==> config.mk <==
export PLATFORM = sky130hd
export DESIGN_NAME = mips_pc_sequencer_flat
export DESIGN_NICKNAME = d
export VERILOG_FILES = /design/src/rtl/mips_pc_sequencer_pkg.sv /design/src/rtl/mips_pc_sequencer_if.sv /design/src/rtl/mips_pc_sequencer_target_calc.sv /design/src/rtl/mips_pc_sequencer.sv /design/src/flat_wrapper.sv
export SDC_FILE = /design/constraint.sdc
export NUM_CORES = 1
export LEC_CHECK = 0
export BUFFER_PORTS_ARGS = -buffer_cell sky130_fd_sc_hd__buf_2
export CORE_MARGIN = 3
export CORE_UTILIZATION = 40
export DETAILED_ROUTE_END_ITERATION = 6
export PLACE_DENSITY = 0.66
export SKIP_CTS_REPAIR_TIMING = 1
export SLEW_MARGIN = 20
export SYNTH_ARGS = -nofsm -noshare
export SYNTH_HDL_FRONTEND = slang
export SYNTH_SLANG_ARGS = --single-unit
==> constraint.sdc <==
create_clock -name clk -period 9.1 [get_ports clk]
set_input_delay 0 -clock clk [delete_from_list [all_inputs] [get_ports clk]]
set_output_delay 0 -clock clk [all_outputs]
set_load 0.02 [all_outputs]
==> src/rtl/mips_pc_sequencer_pkg.sv <==
`default_nettype none
// ============================================================================
// Module      : mips_pkg
// Description : Shared definitions for the MIPS PC sequencer: address width,
//               reset vector, FSM state encoding and next-PC select encoding.
// Revision    : 1.0 - initial release
// ============================================================================
package mips_pkg;

    localparam int          PC_WIDTH = 32;
    localparam logic [31:0] RESET_PC = 32'h0000_0000;

    // Sequencer FSM state encoding
    localparam int          STATE_W  = 2;
    localparam logic [1:0]  ST_BOOT  = 2'd0;
    localparam logic [1:0]  ST_RUN   = 2'd1;
    localparam logic [1:0]  ST_HOLD  = 2'd2;

    // Next-PC source select, in increasing priority order
    localparam int          NEXT_PC_W      = 2;
    localparam logic [1:0]  NEXT_PC_SEQ    = 2'd0;
    localparam logic [1:0]  NEXT_PC_BRANCH = 2'd1;
    localparam logic [1:0]  NEXT_PC_JUMP   = 2'd2;
    localparam logic [1:0]  NEXT_PC_JR     = 2'd3;

    // Force an address onto a word boundary
    function automatic logic [31:0] word_align(input logic [31:0] addr);
        return {addr[31:2], 2'b00};
    endfunction

endpackage
`default_nettype wire

==> src/rtl/mips_pc_sequencer_if.sv <==
`default_nettype none
// ============================================================================
// Module      : mips_pc_sequencer_if
// Description : Request/response bundle between the decode stage (master) and
//               the PC sequencer (slave).
// Revision    : 1.0 - initial release
// ============================================================================
interface mips_pc_sequencer_if #(
    parameter int PC_WIDTH = 32
);
    // Requests from decode/execute
    logic                stall;
    logic                is_branch;
    logic [PC_WIDTH-1:0] branch_offset;
    logic                jump;
    logic [25:0]         jump_index;
    logic                jr;
    logic [PC_WIDTH-1:0] jr_target;

    // Fetch address and status from the sequencer
    logic [PC_WIDTH-1:0] pc;
    logic [PC_WIDTH-1:0] pc_plus4;
    logic                instr_valid;
    logic                redirect;
    logic                addr_err;

    modport master (
        output stall, is_branch, branch_offset, jump, jump_index, jr, jr_target,
        input  pc, pc_plus4, instr_valid, redirect, addr_err
    );

    modport slave (
        input  stall, is_branch, branch_offset, jump, jump_index, jr, jr_target,
        output pc, pc_plus4, instr_valid, redirect, addr_err
    );

endinterface
`default_nettype wire

==> src/rtl/mips_pc_sequencer_target_calc.sv <==
`default_nettype none
// ============================================================================
// Module      : mips_target_calc
// Description : Combinational redirect-target computation with the
//               jr > jump > branch priority mux. Reports whether any
//               redirect is requested and whether the chosen JR target
//               was misaligned.
// Revision    : 1.0 - initial release
// ============================================================================
module mips_target_calc
    import mips_pkg::*;
#(
    parameter int PC_WIDTH = 32
) (
    input  wire logic [PC_WIDTH-1:0] i_pc_plus4,
    input  wire logic                i_is_branch,
    input  wire logic [PC_WIDTH-1:0] i_branch_offset,
    input  wire logic                i_jump,
    input  wire logic [25:0]         i_jump_index,
    input  wire logic                i_jr,
    input  wire logic [PC_WIDTH-1:0] i_jr_target,
    output logic      [PC_WIDTH-1:0] o_target,
    output logic                     o_req_valid,
    output logic                     o_misaligned
);

    logic [PC_WIDTH-1:0]  w_branch_tgt;
    logic [PC_WIDTH-1:0]  w_jump_tgt;
    logic [PC_WIDTH-1:0]  w_jr_tgt;
    logic [NEXT_PC_W-1:0] w_sel;

    // Candidate targets; the branch sum wraps modulo 2^PC_WIDTH naturally
    assign w_branch_tgt = i_pc_plus4 + (i_branch_offset << 2);
    assign w_jump_tgt   = {i_pc_plus4[PC_WIDTH-1:PC_WIDTH-4], i_jump_index, 2'b00};
    assign w_jr_tgt     = word_align(i_jr_target);

    // Priority select: jr beats jump beats a taken branch
    always_comb begin
        w_sel = NEXT_PC_SEQ;
        if (i_jr) begin
            w_sel = NEXT_PC_JR;
        end else if (i_jump) begin
            w_sel = NEXT_PC_JUMP;
        end else if (i_is_branch) begin
            w_sel = NEXT_PC_BRANCH;
        end
    end

    // Target mux and status for the selected source
    always_comb begin
        o_target     = i_pc_plus4;
        o_req_valid  = (w_sel != NEXT_PC_SEQ);
        o_misaligned = 1'b0;
        case (w_sel)
            NEXT_PC_JR: begin
                o_target     = w_jr_tgt;
                o_misaligned = |i_jr_target[1:0];
            end
            NEXT_PC_JUMP:   o_target = w_jump_tgt;
            NEXT_PC_BRANCH: o_target = w_branch_tgt;
            default:        o_target = i_pc_plus4;
        endcase
    end

endmodule
`default_nettype wire

==> src/rtl/mips_pc_sequencer.sv <==
`default_nettype none
// ============================================================================
// Module      : mips_pc_sequencer
// Description : Owns the architectural PC. Chooses between sequential fetch
//               and redirect targets, and parks a redirect that arrives
//               during a stall in a one-entry pending buffer so it is applied
//               once the stall releases.
// Revision    : 1.0 - initial release
// ============================================================================
module mips_pc_sequencer
    import mips_pkg::*;
#(
    parameter int                   PC_WIDTH = mips_pkg::PC_WIDTH,
    parameter logic [PC_WIDTH-1:0]  RESET_PC = mips_pkg::RESET_PC
) (
    input  wire logic               clk,
    input  wire logic               rst,
    mips_pc_sequencer_if.slave      bus
);

    localparam logic [PC_WIDTH-1:0] C_PC_STEP = PC_WIDTH'(4);

    logic [STATE_W-1:0]  r_state;
    logic [PC_WIDTH-1:0] r_pc;
    logic [PC_WIDTH-1:0] r_pc_plus4;
    logic                r_instr_valid;
    logic                r_redirect;
    logic                r_addr_err;
    logic [PC_WIDTH-1:0] r_pend_target;
    logic                r_pend_err;

    logic [PC_WIDTH-1:0] w_target;
    logic                w_req_valid;
    logic                w_misaligned;

    // Redirect target selection from the current fetch address
    mips_target_calc #(
        .PC_WIDTH (PC_WIDTH)
    ) u_target_calc (
        .i_pc_plus4      (r_pc_plus4),
        .i_is_branch     (bus.is_branch),
        .i_branch_offset (bus.branch_offset),
        .i_jump          (bus.jump),
        .i_jump_index    (bus.jump_index),
        .i_jr            (bus.jr),
        .i_jr_target     (bus.jr_target),
        .o_target        (w_target),
        .o_req_valid     (w_req_valid),
        .o_misaligned    (w_misaligned)
    );

    // Sequencer FSM, PC register and pending-redirect buffer
    always_ff @(posedge clk) begin
        if (rst) begin
            r_state       <= ST_BOOT;
            r_pc          <= RESET_PC;
            r_pc_plus4    <= RESET_PC + C_PC_STEP;
            r_instr_valid <= 1'b0;
            r_redirect    <= 1'b0;
            r_addr_err    <= 1'b0;
            r_pend_target <= '0;
            r_pend_err    <= 1'b0;
        end else begin
            // Flags are single-cycle pulses unless re-asserted below
            r_redirect <= 1'b0;
            r_addr_err <= 1'b0;
            case (r_state)
                ST_BOOT: begin
                    // Requests are dropped here; PC stays at the reset vector
                    r_state       <= ST_RUN;
                    r_instr_valid <= 1'b1;
                end
                ST_RUN: begin
                    if (!bus.stall) begin
                        if (w_req_valid) begin
                            r_pc       <= w_target;
                            r_pc_plus4 <= w_target + C_PC_STEP;
                            r_redirect <= 1'b1;
                            r_addr_err <= w_misaligned;
                        end else begin
                            r_pc       <= r_pc_plus4;
                            r_pc_plus4 <= r_pc_plus4 + C_PC_STEP;
                        end
                    end else if (w_req_valid) begin
                        // Error is reported when the target is applied, not now
                        r_pend_target <= w_target;
                        r_pend_err    <= w_misaligned;
                        r_state       <= ST_HOLD;
                    end
                end
                ST_HOLD: begin
                    // First captured redirect wins; later requests are ignored
                    if (!bus.stall) begin
                        r_pc       <= r_pend_target;
                        r_pc_plus4 <= r_pend_target + C_PC_STEP;
                        r_redirect <= 1'b1;
                        r_addr_err <= r_pend_err;
                        r_pend_err <= 1'b0;
                        r_state    <= ST_RUN;
                    end
                end
                default: begin
                    r_state       <= ST_BOOT;
                    r_instr_valid <= 1'b0;
                end
            endcase
        end
    end

    assign bus.pc          = r_pc;
    assign bus.pc_plus4    = r_pc_plus4;
    assign bus.instr_valid = r_instr_valid;
    assign bus.redirect    = r_redirect;
    assign bus.addr_err    = r_addr_err;

endmodule
`default_nettype wire

==> src/flat_wrapper.sv <==
// flat-port wrapper written by rule: the top's interface ports become plain ports
module mips_pc_sequencer_flat import mips_pkg::*;
#(
    parameter int                   PC_WIDTH = mips_pkg::PC_WIDTH,
    parameter logic [PC_WIDTH-1:0]  RESET_PC = mips_pkg::RESET_PC
)
  (clk, rst, bus_stall, bus_is_branch, bus_branch_offset, bus_jump, bus_jump_index, bus_jr, bus_jr_target, bus_pc, bus_pc_plus4, bus_instr_valid, bus_redirect, bus_addr_err);
  mips_pc_sequencer_if #(.PC_WIDTH(PC_WIDTH)) bus_i ();
  input  wire logic clk;
  input  wire logic rst;
  input wire logic [$bits(bus_i.stall)-1:0] bus_stall;
  input wire logic [$bits(bus_i.is_branch)-1:0] bus_is_branch;
  input wire logic [$bits(bus_i.branch_offset)-1:0] bus_branch_offset;
  input wire logic [$bits(bus_i.jump)-1:0] bus_jump;
  input wire logic [$bits(bus_i.jump_index)-1:0] bus_jump_index;
  input wire logic [$bits(bus_i.jr)-1:0] bus_jr;
  input wire logic [$bits(bus_i.jr_target)-1:0] bus_jr_target;
  output wire logic [$bits(bus_i.pc)-1:0] bus_pc;
  output wire logic [$bits(bus_i.pc_plus4)-1:0] bus_pc_plus4;
  output wire logic [$bits(bus_i.instr_valid)-1:0] bus_instr_valid;
  output wire logic [$bits(bus_i.redirect)-1:0] bus_redirect;
  output wire logic [$bits(bus_i.addr_err)-1:0] bus_addr_err;
  assign bus_i.stall = bus_stall;
  assign bus_i.is_branch = bus_is_branch;
  assign bus_i.branch_offset = bus_branch_offset;
  assign bus_i.jump = bus_jump;
  assign bus_i.jump_index = bus_jump_index;
  assign bus_i.jr = bus_jr;
  assign bus_i.jr_target = bus_jr_target;
  assign bus_pc = bus_i.pc;
  assign bus_pc_plus4 = bus_i.pc_plus4;
  assign bus_instr_valid = bus_i.instr_valid;
  assign bus_redirect = bus_i.redirect;
  assign bus_addr_err = bus_i.addr_err;
  mips_pc_sequencer #(.PC_WIDTH(PC_WIDTH), .RESET_PC(RESET_PC)) u_core (.clk(clk), .rst(rst), .bus(bus_i));
endmodule
Word level (Yosys, flattened, before mapping)
Cells that the tools add are included.
Storage, ports and cells
  output and inout port bits: 67
  register bits: 102
  word-level logic and storage cells: 60
Cells by class
  eq/ne operators: 9
  reduce and logical (&&, ||, !) cells: 9
  multiplexer cells: 30
  add/sub/neg operators: 4
Operators with widths (count)
  2-to-1 mux 32 bit: 6
  case mux 32 bit (2 select lines): 2
  adder 32 x 3 -> 32 bit (second input constant): 3
  case mux 32 bit (3 select lines): 1
  adder 32 bit: 1
  2-to-1 mux 1 bit: 11
  2-to-1 mux 2 bit: 5
  AND reduction 3 bit: 3
  inequality test 2 bit (second input constant): 4
  case mux 1 bit (2 select lines): 4
  equality test 2 bit (second input constant): 3
  case mux 2 bit (3 select lines): 1
  equality test 2 x 1 -> 1 bit (second input constant): 2
  AND reduction 4 bit: 1
  nonzero test 2 bit: 2
  OR reduction 2 bit: 2
  zero test 2 bit: 1

Logic depth before layout (Yosys ltp)
  word-level depth: 9
  gate-level depth with buffers: 16
  mapped depth without buffers: 14

Modules after synthesis
From an unflattened synthesis, not the netlist that was laid out.
Unflattened totals
  cells, all modules: 1025
  area total of the unflattened synthesis: 7387.1 um^2
By module, submodules not included
  mips_pc_sequencer: area an instance 5034.8 um^2, instances 1, cells an instance 645, seq. area each 2042.0 um^2
  mips_target_calc: area an instance 2352.3 um^2, instances 1, cells an instance 380, seq. area each 0.0 um^2

Worst setup path before layout
Ideal clock, no wire load.
  path type: register -> register
  start point: reg u_core.r_pc_plus4[2], in the netlist u_core.bus.pc_plus4[2]
  end point: reg u_core.r_pc_plus4[30], in the netlist u_core.bus.pc_plus4[30]
  arrival time: 4213 ps
  slack: 4795 ps
  stages on the path, launching flop included: 16
  data required time: 9008 ps
  buffers on the path: 1
  period minus slack after synthesis: 4305 ps
  library setup time: 92 ps
  cells stage by stage: dfxtp_1 > ha_1 > fa_1 > nor3b_1 > o31a_1 > o31a_1 > inv_1 > ha_1 > inv_1 > or4_4 > nor4b_4 > or3b_1 > buf_2 > or4_4 > o31a_1 > nor4_1
Between the ends
  word-level cells in the longest chain between the ends: 6
  elaborated cells between the ends (all ways): 7
Ends and longest elaborated chain
  start: declaration: line mips_pc_sequencer.sv:25  | logic [PC_WIDTH-1:0] r_pc_plus4;
  start signal: assignment: line mips_pc_sequencer.sv:57  | r_pc_plus4 <= RESET_PC + C_PC_STEP;
  start signal: assignment: line mips_pc_sequencer.sv:77  | r_pc_plus4 <= w_target + C_PC_STEP;
  start signal: assignment: line mips_pc_sequencer.sv:82  | r_pc_plus4 <= r_pc_plus4 + C_PC_STEP;
  adder 32 bit: line mips_pc_sequencer_target_calc.sv:33  | assign w_branch_tgt = i_pc_plus4 + (i_branch_offset << 2);
  case mux 32 bit (3 select lines): line mips_pc_sequencer_target_calc.sv:54  | case (w_sel)
  adder 32 x 3 -> 32 bit: line mips_pc_sequencer.sv:77
  2-to-1 mux 32 bit *: line mips_pc_sequencer.sv:75  | if (w_req_valid) begin
  2-to-1 mux 32 bit *: line mips_pc_sequencer.sv:74  | if (!bus.stall) begin
  case mux 32 bit (2 select lines) *: line mips_pc_sequencer.sv:67  | case (r_state)
Every way passes the cells marked *; elsewhere a longest branch is shown, timed or not. The select of a mux whose other input is x is not followed.
A chain may end at the register's enable or synchronous reset.

Worst setup path after layout
  start point: reg u_core.r_pc_plus4[3], in the netlist u_core.bus.pc_plus4[3]
  end point: reg u_core.r_pc_plus4[22], in the netlist u_core.bus.pc_plus4[22]
Same word-level chain as after synthesis.

==> impl_metrics.toml <==
[timing]
skew_ns = 0.01391
fin_setup_tns_ns = 0
holdWs_ns = -0.01250
finalHoldViolations = 1
fin_crit_sh_pct = 50.82
relSlewSlack_pct = 29.57
rsz0062_at_grt = "no"
drv_slew = 0
worst_pin_slew_ns = 1.057
fin_crit_ns = 4.625
max_freq_ghz = 0.2162
setup_violations = 0

[floorplanning]
die_w_um = 145.4
core-area_mm2 = 0.01889
placementRows = 50
die_area_mm2 = 0.02114
die_h_um = 145.4
start_util_pct = 41.14
num_io_pins = 163

[status]
failed_checks = "negative hold slack"
status = "complete, but fails checks"

[synthesis]
synth_warnings = 0
async_flop_share_pct = 0
synth_top_family_by_area = "compound AO/OA/AOI/OAI gates"
syn-num-nets = 1232
muxShareOfSynthArea_pct = 1.449
synth_area_mm2 = 0.007772
synth_cell_type_count = 74
synth_cells = 1102
ys_seq_elements = 102
syn_area_per_cell_um2 = 7.053
synth_compound_area_share_pct = 29.56
ys_seq_area_share_pct = 26.27
synth-simple-area-share_pct = 28.93
synth_ff_type = "dfxtp_1"
synthAdderAreaFrac_pct = 5.570
synth_edf_count = 0
synth_xor_xnor_area_share_pct = 2.817

[critical_path]
ff2ff_setup_slack_ns = 4.48
critPathArrivalTime_ns = 4.88
worstPathRequired_ns = 9.36
crit_type = "flop to flop"
path_max_fanout = 6
worst_setup_path_start_kind = "flop"
end_kind = "flop"

[worst_hold_path]
min_path_type = "input port to flop"

[pwr]
ir_worst_vdd_mv = 0.09369
p_leak_nw = 3.645
p_per_area_mw_per_mm2 = 163.1

[placed_design]
place_inst = 1450
dpl_cell_area_mm2 = 0.008691
gp_congestion = 0.9300
port_buffers = 160
dp_hpwl_um = 20520

[drt]
postRouteWirelength_um = 28150
first_pass_iters = 5
viasPerCell = 5.954
vias = 8752
ant_nets = 0
first_iter_violations = 698
wl_per_cell_um = 19.15
drc_errors = 0

[final_layout]
n_antenna_cell = 0
nets = 1335
area_growth_pct = 15.99
fin_area_mm2 = 0.009015
fin_cells = 1470
drive_above_1_share_pct = 17.36

[global_route]
grt_usage_pct = 25.61
antenna_found_initial = 0
gr-total-overflow = 0
grt_pass1_vias = 7891
grt_pass1_wl_um = 43870
grt_max_degree = 75

[clocking]
cts_sinks = 102
cts.clk_slew.worst_paths_ns = 0.07
cts_tree = "done"
cts-root-buf = "clkbuf_16"
numCtsBuffers = 9
insertion_delay_ns = 0.36
clock_path_buffers = 2
htree_levels = 3

[job]
cap_violations = 0
-- cell families after synthesis --
logic type	after synthesis
AOI/OAI and AO/OA	357
xor gates and xnor gates	25
adders and majority gates	34
buffers and inverters	109
DFF	102
muxes	11
and+or+nand+nor	464
-- layer usage --
metal	GRT usage, %	vias up	part of all wire [%]
met2	38.37	387	42
met4	8.547	0	2.7
met3	4.080	45	9.3
met5	0	-	0
met1	37.51	4070	46
li1	-	4250	-
-- power by group --
part	internal [W]	switching, W	leakage [nW]	total [W]
clock	0.000213	0.000170	0.137	0.000383
sequential	0.000494	0.0000380	0.833	0.000532
combinational	0.000195	0.000361	2.67	0.000556
total	0.000901	0.000569	3.64	0.00147
-- metrics by stage --
step,worst slack [ns],utilization [%],hold WS [ns],total power (W)
floorplan,4.795,-,0.1812,0.0009171
global placement,4.627,46.00,0.3021,0.001082
detailed placement,4.529,46.00,0.3095,0.001086
CTS,4.523,47.50,-0.07807,0.001468
global route,4.003,47.72,0.003374,0.001556
finish,4.475,47.72,-0.01250,0.001470
-- cell type report --
class                           instances  area (um^2)
Inverter                               23        86.33
Timing Repair Buffer                  178        945.9
Clock buffer                           12        236.5
Sequential cell                       102         2042
Fill cell                            1979         9878
Multi-Input combinational cell        891         5331
Tap cell                              260        325.3
Clock inverter                          4        47.55
-- flip-flops by register name, indices dropped and copies added (netlist names) --
register	count
u_core.bus.pc	32
u_core.bus.pc_plus4	32
u_core.r_pend_target	32
u_core.r_state	2
u_core.bus.addr_err	1
u_core.bus.instr_valid	1
u_core.bus.redirect	1
u_core.r_pend_err	1
-- worst max-delay path: stages, from the launching register on --
cell,delay [ns]
dfxtp_1,0.44
ha_1,0.27
a211oi_1,0.55
o21ai_0,0.37
a22oi_1,0.53
a21oi_1,0.17
nor3b_1,0.28
o221ai_1,0.33
or3b_1,0.55
nor4_1,0.59
a211oi_1,0.17
nor4_1,0.29
-- path summary, 6_finish.rpt --
path / startpoint / endpoint / cells after the start
min: bus_stall / u_core.bus.addr_err / 2
max reg2reg: u_core.bus.pc_plus4[3] / u_core.bus.pc_plus4[22] / 11
min reg2reg: u_core.r_pend_target[30] / u_core.r_pend_target[30] / 2
max: u_core.bus.pc_plus4[3] / u_core.bus.pc_plus4[22] / 11
-- cell usage after synthesis, types with 11 or more instances --
cell      instances  area [um^2]
ha_1             33        412.9
nand2b_1         11        68.82
a21oi_1          98        490.5
or3_1            13        81.33
nand4_1          23        143.9
nor3_1           47        235.2
dfxtp_1         102         2042
o21a_1           16        120.1
clkbuf_1         72        270.3
o21ai_0          88        440.4
o211ai_1         11        82.58
nor2_1          129        484.2
nand2_1         133        499.2
nand3_1          26        130.1
a211oi_1         47        352.8
a21o_1           11        82.58
o31a_1           15        131.4
nor4_1           11        68.82
xor2_1           11        96.34
inv_1            22        82.58
xnor2_1          14        122.6
-- cells in the final DEF, fill, tap and decap left out, types with 15 or more instances in the layout --
cell type and count:
o31a_1 15, buf_2 160, nand2_1 133, a211oi_1 47
a21oi_1 98, o21a_1 16, ha_1 32, nor3_1 46
o21ai_0 88, dfxtp_1 102, nand4_1 23, nor2_1 128
inv_1 22, nand3_1 26
(Power assumes the default switching activity.)
